File: src/rtl/syn_fft_bfly.sv
// syn_fft_bfly - pipelined radix-2 DIT FFT butterfly
//
// Computes x0 = a + b*t and x1 = a - b*t on signed complex integer samples.
// Twiddles are signed fixed point with 8 fractional bits (256 == 1.0).
// Three register stages share one advance signal, so bubbles are carried
// through the pipe and backpressure stalls every stage at once.
//
// Optional feature macro: SYN_FFT_BFLY_SAT_EN
//   defined   : m (stage 2) and x0/x1 (stage 3) saturate; clamps set sticky ovf
//   undefined : all reductions wrap modulo 2^SAMPLE_W; ovf tied 0
//
// Ports:
//   clk, rst_n               clock, asynchronous active-low reset
//   in_vld / in_rdy          input beat handshake
//   a_re, a_im, b_re, b_im   butterfly operands (SAMPLE_W, two's complement)
//   t_re, t_im               twiddle (TWDL_W, 8 fractional bits)
//   out_vld / out_rdy        result handshake
//   x0_re, x0_im             a + b*t
//   x1_re, x1_im             a - b*t
//   ovf, ovf_clr             sticky saturation flag and its clear
module syn_fft_bfly #(
    parameter int SAMPLE_W = 16,
    parameter int TWDL_W   = 10
) (
    input  logic                       clk,
    input  logic                       rst_n,
    input  logic                       in_vld,
    output logic                       in_rdy,
    input  logic signed [SAMPLE_W-1:0] a_re,
    input  logic signed [SAMPLE_W-1:0] a_im,
    input  logic signed [SAMPLE_W-1:0] b_re,
    input  logic signed [SAMPLE_W-1:0] b_im,
    input  logic signed [TWDL_W-1:0]   t_re,
    input  logic signed [TWDL_W-1:0]   t_im,
    output logic                       out_vld,
    input  logic                       out_rdy,
    output logic signed [SAMPLE_W-1:0] x0_re,
    output logic signed [SAMPLE_W-1:0] x0_im,
    output logic signed [SAMPLE_W-1:0] x1_re,
    output logic signed [SAMPLE_W-1:0] x1_im,
    output logic                       ovf,
    input  logic                       ovf_clr
);

    localparam int PW  = SAMPLE_W + TWDL_W;
    localparam int FW  = PW + 1;
    localparam int SW1 = SAMPLE_W + 1;

    logic                       w_adv;
    logic                       r_v1, r_v2, r_v3;
    logic signed [PW-1:0]       r_pr, r_pi, r_qr, r_qi;
    logic signed [SAMPLE_W-1:0] r_a1_re, r_a1_im, r_a2_re, r_a2_im;
    logic signed [SAMPLE_W-1:0] r_m_re, r_m_im;
    logic signed [SAMPLE_W-1:0] r_x0_re, r_x0_im, r_x1_re, r_x1_im;

    // The whole pipe moves together whenever the output slot is empty or drained.
    assign w_adv   = !r_v3 || out_rdy;
    assign in_rdy  = w_adv;
    assign out_vld = r_v3;
    assign x0_re   = r_x0_re;
    assign x0_im   = r_x0_im;
    assign x1_re   = r_x1_re;
    assign x1_im   = r_x1_im;

    // Stage 1 operands are sign-extended to the full product width first so the
    // multiplies are exact.
    logic signed [PW-1:0] w_b_re_x, w_b_im_x, w_t_re_x, w_t_im_x;
    logic signed [PW-1:0] w_pr, w_pi, w_qr, w_qi;

    assign w_b_re_x = {{TWDL_W{b_re[SAMPLE_W-1]}}, b_re};
    assign w_b_im_x = {{TWDL_W{b_im[SAMPLE_W-1]}}, b_im};
    assign w_t_re_x = {{SAMPLE_W{t_re[TWDL_W-1]}}, t_re};
    assign w_t_im_x = {{SAMPLE_W{t_im[TWDL_W-1]}}, t_im};
    assign w_pr     = w_b_re_x * w_t_re_x;
    assign w_pi     = w_b_im_x * w_t_im_x;
    assign w_qr     = w_b_re_x * w_t_im_x;
    assign w_qi     = w_b_im_x * w_t_re_x;

    // Stage 1 register: partial products and the delayed a operand.
    always_ff @(posedge clk or negedge rst_n) begin
        if (!rst_n) begin
            r_v1    <= 1'b0;
            r_pr    <= '0;
            r_pi    <= '0;
            r_qr    <= '0;
            r_qi    <= '0;
            r_a1_re <= '0;
            r_a1_im <= '0;
        end else if (w_adv) begin
            r_v1    <= in_vld;
            r_pr    <= w_pr;
            r_pi    <= w_pi;
            r_qr    <= w_qr;
            r_qi    <= w_qi;
            r_a1_re <= a_re;
            r_a1_im <= a_im;
        end
    end

    // Division by 256 must truncate toward zero, so negative values get a
    // +255 bias before the arithmetic shift (a bare shift would floor).
    logic signed [FW-1:0] w_mre_full, w_mim_full, w_mre_adj, w_mim_adj;
    logic signed [FW-1:0] w_mre_div, w_mim_div;

    assign w_mre_full = {r_pr[PW-1], r_pr} - {r_pi[PW-1], r_pi};
    assign w_mim_full = {r_qr[PW-1], r_qr} + {r_qi[PW-1], r_qi};
    assign w_mre_adj  = w_mre_full[FW-1] ? w_mre_full + FW'(255) : w_mre_full;
    assign w_mim_adj  = w_mim_full[FW-1] ? w_mim_full + FW'(255) : w_mim_full;
    assign w_mre_div  = w_mre_adj >>> 8;
    assign w_mim_div  = w_mim_adj >>> 8;

    logic signed [SAMPLE_W-1:0] w_m_re, w_m_im;
    logic signed [SW1-1:0]      w_x0_re_full, w_x0_im_full, w_x1_re_full, w_x1_im_full;
    logic signed [SAMPLE_W-1:0] w_x0_re, w_x0_im, w_x1_re, w_x1_im;

    assign w_x0_re_full = {r_a2_re[SAMPLE_W-1], r_a2_re} + {r_m_re[SAMPLE_W-1], r_m_re};
    assign w_x0_im_full = {r_a2_im[SAMPLE_W-1], r_a2_im} + {r_m_im[SAMPLE_W-1], r_m_im};
    assign w_x1_re_full = {r_a2_re[SAMPLE_W-1], r_a2_re} - {r_m_re[SAMPLE_W-1], r_m_re};
    assign w_x1_im_full = {r_a2_im[SAMPLE_W-1], r_a2_im} - {r_m_im[SAMPLE_W-1], r_m_im};

`ifdef SYN_FFT_BFLY_SAT_EN
    localparam logic [SAMPLE_W-1:0] MAXV = {1'b0, {(SAMPLE_W-1){1'b1}}};
    localparam logic [SAMPLE_W-1:0] MINV = {1'b1, {(SAMPLE_W-1){1'b0}}};

    // A value fits in SAMPLE_W bits when every bit above the target sign bit
    // matches it.
    function automatic logic fitsM(input logic [FW-1:0] v);
        return (&v[FW-1:SAMPLE_W-1]) | ~(|v[FW-1:SAMPLE_W-1]);
    endfunction

    function automatic logic [SAMPLE_W-1:0] clampM(input logic [FW-1:0] v);
        if (fitsM(v)) return v[SAMPLE_W-1:0];
        return v[FW-1] ? MINV : MAXV;
    endfunction

    function automatic logic fitsS(input logic [SW1-1:0] v);
        return v[SW1-1] == v[SAMPLE_W-1];
    endfunction

    function automatic logic [SAMPLE_W-1:0] clampS(input logic [SW1-1:0] v);
        if (fitsS(v)) return v[SAMPLE_W-1:0];
        return v[SW1-1] ? MINV : MAXV;
    endfunction

    logic w_m_clip, w_x_clip, r_ovf;

    assign w_m_re   = clampM(w_mre_div);
    assign w_m_im   = clampM(w_mim_div);
    assign w_m_clip = !fitsM(w_mre_div) || !fitsM(w_mim_div);
    assign w_x0_re  = clampS(w_x0_re_full);
    assign w_x0_im  = clampS(w_x0_im_full);
    assign w_x1_re  = clampS(w_x1_re_full);
    assign w_x1_im  = clampS(w_x1_im_full);
    assign w_x_clip = !fitsS(w_x0_re_full) || !fitsS(w_x0_im_full) ||
                      !fitsS(w_x1_re_full) || !fitsS(w_x1_im_full);
    assign ovf      = r_ovf;

    // Only clamps on real beats that are actually moving count; the clear wins
    // over a same-cycle set.
    always_ff @(posedge clk or negedge rst_n) begin
        if (!rst_n) begin
            r_ovf <= 1'b0;
        end else if (ovf_clr) begin
            r_ovf <= 1'b0;
        end else if (w_adv && ((r_v1 && w_m_clip) || (r_v2 && w_x_clip))) begin
            r_ovf <= 1'b1;
        end
    end
`else
    logic w_unused;

    assign w_m_re   = w_mre_div[SAMPLE_W-1:0];
    assign w_m_im   = w_mim_div[SAMPLE_W-1:0];
    assign w_x0_re  = w_x0_re_full[SAMPLE_W-1:0];
    assign w_x0_im  = w_x0_im_full[SAMPLE_W-1:0];
    assign w_x1_re  = w_x1_re_full[SAMPLE_W-1:0];
    assign w_x1_im  = w_x1_im_full[SAMPLE_W-1:0];
    assign ovf      = 1'b0;
    // Bits discarded by wrapping, and the clear that has nothing to clear.
    assign w_unused = ^{ovf_clr, w_mre_div[FW-1:SAMPLE_W], w_mim_div[FW-1:SAMPLE_W],
                        w_x0_re_full[SAMPLE_W], w_x0_im_full[SAMPLE_W],
                        w_x1_re_full[SAMPLE_W], w_x1_im_full[SAMPLE_W]};
`endif

    // Stage 2 register: reduced twiddle product and a.
    always_ff @(posedge clk or negedge rst_n) begin
        if (!rst_n) begin
            r_v2    <= 1'b0;
            r_m_re  <= '0;
            r_m_im  <= '0;
            r_a2_re <= '0;
            r_a2_im <= '0;
        end else if (w_adv) begin
            r_v2    <= r_v1;
            r_m_re  <= w_m_re;
            r_m_im  <= w_m_im;
            r_a2_re <= r_a1_re;
            r_a2_im <= r_a1_im;
        end
    end

    // Stage 3 register: butterfly outputs, held while the consumer stalls.
    always_ff @(posedge clk or negedge rst_n) begin
        if (!rst_n) begin
            r_v3    <= 1'b0;
            r_x0_re <= '0;
            r_x0_im <= '0;
            r_x1_re <= '0;
            r_x1_im <= '0;
        end else if (w_adv) begin
            r_v3    <= r_v2;
            r_x0_re <= w_x0_re;
            r_x0_im <= w_x0_im;
            r_x1_re <= w_x1_re;
            r_x1_im <= w_x1_im;
        end
    end

endmodule
File: config.mk
export PLATFORM = sky130hd
export DESIGN_NAME = syn_fft_bfly
export DESIGN_NICKNAME = d
export VERILOG_FILES = /design/src/rtl/syn_fft_bfly.sv
export SDC_FILE = /design/constraint.sdc
export NUM_CORES = 2
export LEC_CHECK = 0
export ABC_CLOCK_PERIOD_IN_PS = 3900
export BUFFER_PORTS_ARGS = -buffer_cell sky130_fd_sc_hd__buf_4
export CORE_MARGIN = 2
export CORE_UTILIZATION = 59
export DETAILED_ROUTE_END_ITERATION = 8
export GPL_TIMING_DRIVEN = 0
export HOLD_SLACK_MARGIN = 0.05
export MAX_ROUTING_LAYER = met4
export PLACE_DENSITY = 0.91
export SLEW_MARGIN = 15
export SYNTH_ARGS = -nofsm -noshare
export SYNTH_HDL_FRONTEND = slang
export SYNTH_SLANG_ARGS = --single-unit
File: constraint.sdc
create_clock -name clk -period 3.9 [get_ports clk]
set_input_delay 0.39 -clock clk [delete_from_list [all_inputs] [get_ports clk]]
set_output_delay 0.39 -clock clk [all_outputs]
set_load 0.03 [all_outputs]
**After elaboration in Yosys (flattened, before gate mapping)**

Index checks and enable logic that the tools add are counted.

- Add/sub/neg operators: 8
- $mul: 4
- Divide/modulo/power cells: 0
- $lt $le $gt $ge: 0
- Eq/ne operators: 0
- Shifts and indexed selects: 0
- Mux-type cells: 2
- Bitwise logic cells: 0
- Reduce and logical (&&, ||, !) cells: 2

Operators with widths:

| cell | number |
|---|---|
| $mul A16 B10 Y26 | 4 |
| $add A24 B9 Y24 const B | 2 |
| $mux W24 | 2 |
| $add A16 B16 Y16 | 2 |
| $sub A16 B16 Y16 | 2 |
| $add A26 B26 Y27 | 1 |
| $sub A26 B26 Y27 | 1 |
| $logic_not A1 Y1 | 1 |
| $logic_or A1 B1 Y1 | 1 |

- Flip-flop bits (word level): 267
- Latch bits: 0
- RAM bits: 0
- Memory bits (read-only): 0
- Bits of input ports: 89
- Output and inout port bits: 67
- Word-level logic and storage cells: 33
- Memories kept: 0

**Longest topological paths before layout**

- Depth after elaboration: 3
- Gate-level depth with buffers: 24
- Gate-level depth less buffers: 23

**Worst setup path before layout**

No wires, ideal clock.

- Path kind: input-to-reg
- Start point: input b_im[7]
- End point: register r_qi[24]
- Library setup time: 0.129 ns
- Data arrival time: 5.690 ns
- Required time: 3.771 ns
- Path slack: -1.919 ns
- Stages on the path: 23
- Path buffers: 1
- Cell sequence: clkbuf_1 > nand2_1 > fa_1 > inv_1 > fa_1 > inv_1 > fa_1 > inv_1 > fa_1 > inv_1 > fa_1 > inv_1 > ha_1 > a21o_1 > a21o_1 > a21oi_1 > o221ai_1 > o41ai_1 > o21ai_1 > or4_1 > a31oi_1 > xor2_1 > o21ai_1

- Longest elaborated chain between the ends: 1

Ends and longest elaborated chain:

| element | RTL line | text |
|---|---|---|
| from (decl) | 32 | `input logic signed [SAMPLE_W-1:0] b_im,` |
| $mul A16 B10 Y26 | 77 | `assign w_qi = w_b_im_x * w_t_re_x;` |
| to (signal assigned) | 94 | `r_qi <= w_qi;` |
| to (decl) | 51 | `logic signed [PW-1:0] r_pr, r_pi, r_qr, r_qi;` |

No other way between the ends.
A chain may end at the register's enable or synchronous reset.

**Worst setup path in the final report**

- Start point: input t_im[9]
- End point: register r_qr[23]

- Longest elaborated chain between the ends: 1

Ends and longest elaborated chain:

| element | RTL line | text |
|---|---|---|
| from (decl) | 34 | `input logic signed [TWDL_W-1:0] t_im,` |
| $mul A16 B10 Y26 | 76 | `assign w_qr = w_b_re_x * w_t_im_x;` |
| to (signal assigned) | 93 | `r_qr <= w_qr;` |
| to (decl) | 51 |  |

No other way between the ends.

==> results.tsv <==
metric	value	unit
outcome	finished, violations left	
violated_checks	DRC, setup timing	
type_of_the_most_critical_hold_path	in -> reg	
clk_transition_reported_paths	0.07	ns
worstSetupEndpointType	register	
worst_slack	-2.33	ns
io_buffer_count	121	
areaGrowthSynthToFinish	25.9	%
min_delay_path_depth	3	
grt_first_pass_wirelength	200	mm
netlist-cell-type-count	96	
cp-start-kind	primary input	
slew_headroom	0.0352	
routed-via-count	38183	
fill_cells	3721	
drt-initial-drc-count	5700	
mappedNetlistNets	5481	
placement_rows	93	
maxClockFrequency	160	MHz
synth.largest_area_cell	sky130_fd_sc_hd__fa_1	
starting_density_of_the_core	0.597	
floorplan.io_pins	156	
area_taken_by_multi_input_logic_gates	31200	µm²
post_synth_most_frequent_cells	sky130_fd_sc_hd__inv_1, sky130_fd_sc_hd__nand2_1, sky130_fd_sc_hd__fa_1	
route.detailed.vias_per_inst	6.62	
number_of_synthesized_flops_with_an_enable_pin	0	
grt_util_met3	0.128	
synth_sequential_area_ratio	0.172	
rsz0062_at_grt	true	
timing.hold.worst.start	a_im[7]	
critPathArrivalTime	6.65	ns
cp_common_cell	sky130_fd_sc_hd__fa_1	
htree_levels	1	
reg2reg_to	r_m_im[15]	
use_met2	0.621	
cts_root_buffer	sky130_fd_sc_hd__clkbuf_16	
drt-pass1-iter-count	9	
post_place_cells	5452	
layout-drive-gt1-share	0.209	
ys_async_rst_share	1.00	
synthesized_area_per_cell	8.60	µm²
timing.critical_path.slowest_stage_cell	sky130_fd_sc_hd__fa_1	
worst_path_largest_cell_delay	0.88	ns
critical_path_peak_fanout	9	
layout_min_cycle_time	6.23	ns
cts-root-to-sink-buffers	3	
dieArea	67300	µm²
cts_sinks	265	
worst_hold_endpoint	r_a1_im[7]	
globalRoute.totalOverflow	0	
post_synth_main_area_contributors	sky130_fd_sc_hd__fa_1, sky130_fd_sc_hd__dfrtp_1, sky130_fd_sc_hd__ha_1, sky130_fd_sc_hd__inv_1, sky130_fd_sc_hd__nand2_1	
ys.flop_type	sky130_fd_sc_hd__dfrtp_1	
critical_path.reg2reg.startpoint	r_qr[8]	
cts_tree	done	
routing_usage_on_met1	0.423	
syn-cell-area	38500	µm²
finalWirelength	160	mm
setup.reg_to_reg.worst_slack	-0.04	ns
placeableCoreArea	64500	µm²
final.setup_skew	0.0108	ns
final_cells	5768	
grt_start_max_net_pins	103	
drv_slew	0	
portion_of_synthesized_cell_area_occupied_by_the_leading_cell_type	0.292	
reg2regPathDepth	13	
max_slew.worst_pin.slew	1.45	ns
yosysMostFrequentCell	sky130_fd_sc_hd__inv_1	
drc	264	
number_of_antenna_violations_at_the_first_check_in_global_routing	34	
layout_worst_path_cycle_share	1.60	
first_global_vias	36771	
globalRoute.busiestLayer	met2	
criticalPathCategory	in -> reg	
clock_latency	0.57	ns
final_net_count	5844	
final-seq-area	6630	µm²
synth_warnings	0	
drt.antenna.violating_nets	0	
gp_congestion	1.02	
timing_hold_violations_final	0	
cp_cell_sequence	buf_16 -> buf_4 -> nand2b_1 -> fa_1 -> inv_1 -> fa_2 -> fa_1 -> fa_1 -> inv_1 -> fa_1 -> inv_2 -> ha_4 -> a21oi_4 -> nor2b_4 -> or2_4 -> a21o_1 -> a31oi_4 -> o21ai_4 -> a41oi_4 -> nand2b_1 -> a21oi_2 -> xor2_2 -> a21oi_1	
synth.ff_latch_count	265	
tritoncts_buffers	28	
max_cap_violations	0	
die_h	259	µm
fp.dieW	259	µm
synthesis.instances	4474	
worst_path_required	4.32	ns
final-setup-viol-count	75	
dp.final_hpwl	89.5	mm
wl_per_cell	27.8	µm
track_usage	0.404	
==> cells by family after synthesis <==
logic type,synth area share
compound gates,0.0987
flops,0.172
buf+inv,0.104
other cells,0.0000975
fa+ha+maj,0.408
xor+xnor,0.0483
simple gates,0.167
mux,0.00133
==> cells in the final DEF, fill, tap and decap left out, types with 20 or more instances in the layout <==
cell type / instances
sky130_fd_sc_hd__nor3_1: 34
sky130_fd_sc_hd__ha_1: 287
sky130_fd_sc_hd__buf_6: 55
sky130_fd_sc_hd__clkbuf_2: 27
sky130_fd_sc_hd__buf_4: 236
sky130_fd_sc_hd__xnor2_1: 112
sky130_fd_sc_hd__nand2b_1: 29
sky130_fd_sc_hd__and2_1: 212
sky130_fd_sc_hd__a21oi_4: 31
sky130_fd_sc_hd__and3_1: 22
sky130_fd_sc_hd__xor2_1: 42
sky130_fd_sc_hd__dfrtp_1: 265
sky130_fd_sc_hd__buf_12: 21
sky130_fd_sc_hd__inv_1: 790
sky130_fd_sc_hd__clkbuf_1: 63
sky130_fd_sc_hd__nand2_2: 28
sky130_fd_sc_hd__clkbuf_16: 66
sky130_fd_sc_hd__fa_2: 28
sky130_fd_sc_hd__fa_1: 534
sky130_fd_sc_hd__diode_2: 57
sky130_fd_sc_hd__o21bai_1: 23
sky130_fd_sc_hd__inv_2: 65
sky130_fd_sc_hd__nand2_1: 692
sky130_fd_sc_hd__nor2_1: 206
sky130_fd_sc_hd__xnor2_4: 20
sky130_fd_sc_hd__a21o_1: 42
sky130_fd_sc_hd__o21ai_0: 98
sky130_fd_sc_hd__a21oi_1: 127
sky130_fd_sc_hd__nand3_1: 28
sky130_fd_sc_hd__a21oi_2: 46
sky130_fd_sc_hd__clkbuf_8: 32
sky130_fd_sc_hd__ha_4: 62
sky130_fd_sc_hd__o21ai_1: 50
==> area by class of cell <==
class,instances,area share
inverters,863,0.0675
multi-input cells,3155,0.644
plain buffers,190,0.0401
repair buffers,334,0.0655
well taps,855,0.0221
diodes,57,0.00294
clock inverters,14,0.00431
clock buffers,35,0.0165
flip-flops and latches,265,0.137
==> metrics by stage <==
| stage | setup TNS, ns | setup WS, ns | hold WS, ns | cell area (µm²) | util |
|---|---|---|---|---|---|
| after floorplan | -47.89 | -1.56 | 0.0944 | 39900 | - |
| after global placement | -120.47 | -2.83 | 0.442 | 41900 | 0.650 |
| after detailed placement | -129.65 | -2.96 | 0.346 | 42000 | 0.651 |
| after CTS | -48.48 | -1.48 | 0.0501 | 46000 | 0.714 |
| after global routing | -87.68 | -2.16 | 0.0614 | 48400 | 0.751 |
| final | -86.80 | -2.33 | 0.0509 | 48400 | 0.752 |
==> state kept, by name (all words and copies together), names as in the netlist <==
signal / count
r_m_re: 16
r_a1_im: 16
r_pi: 26
out_vld: 1
x1_im: 15
r_a2_im: 16
r_qr: 26
x0_im: 16
x1_re: 15
r_m_im: 16
r_v2: 1
r_a1_re: 16
r_v1: 1
r_pr: 26
r_qi: 26
r_a2_re: 16
x0_re: 16
==> timing repair <==
action,4_1_cts,5_1_grt
resized for setup,373,368
gates cloned,7,2
buffers inserted,96,103
endpoints found under the setup margin,79,80
pin swaps,134,220
hold buffers,18,0
endpoints found under the hold margin,82,0
==> per-layer routing <==
layer | vias up | wire (µm)
met2 | 3863 | 66200
met3 | 1951 | 26100
met1 | 17791 | 46200
met4 | 0 | 21900
met5 | - | 0
li1 | 14578 | -
==> worst max-delay path by stage <==
| stage | start | end | slack, ns | cells after the start |
|---|---|---|---|---|
| floorplan | b_im[5] | r_qi[25] | -1.56 | 23 |
| detailed placement | t_re[7] | r_qi[24] | -2.96 | 22 |
| global placement | t_re[7] | r_qi[24] | -2.83 | 22 |
| CTS | t_re[4] | r_qi[24] | -1.48 | 23 |
| finish | t_im[9] | r_qr[23] | -2.33 | 23 |
| global route | t_im[9] | r_qr[23] | -2.16 | 23 |
==> worst max-delay path, delay by kind of cell <==
| family | cells | cell delay [ns] |
|---|---|---|
| fa+ha+maj | 6 | 2.95 |
| compound gates | 7 | 1.32 |
| simple gates | 4 | 0.91 |
| buf+inv | 5 | 0.66 |
| xor+xnor | 1 | 0.37 |
Power is left out: the tool's default activity adds up to more than one toggle a clock period on the data nets, which glitch-free logic cannot reach.
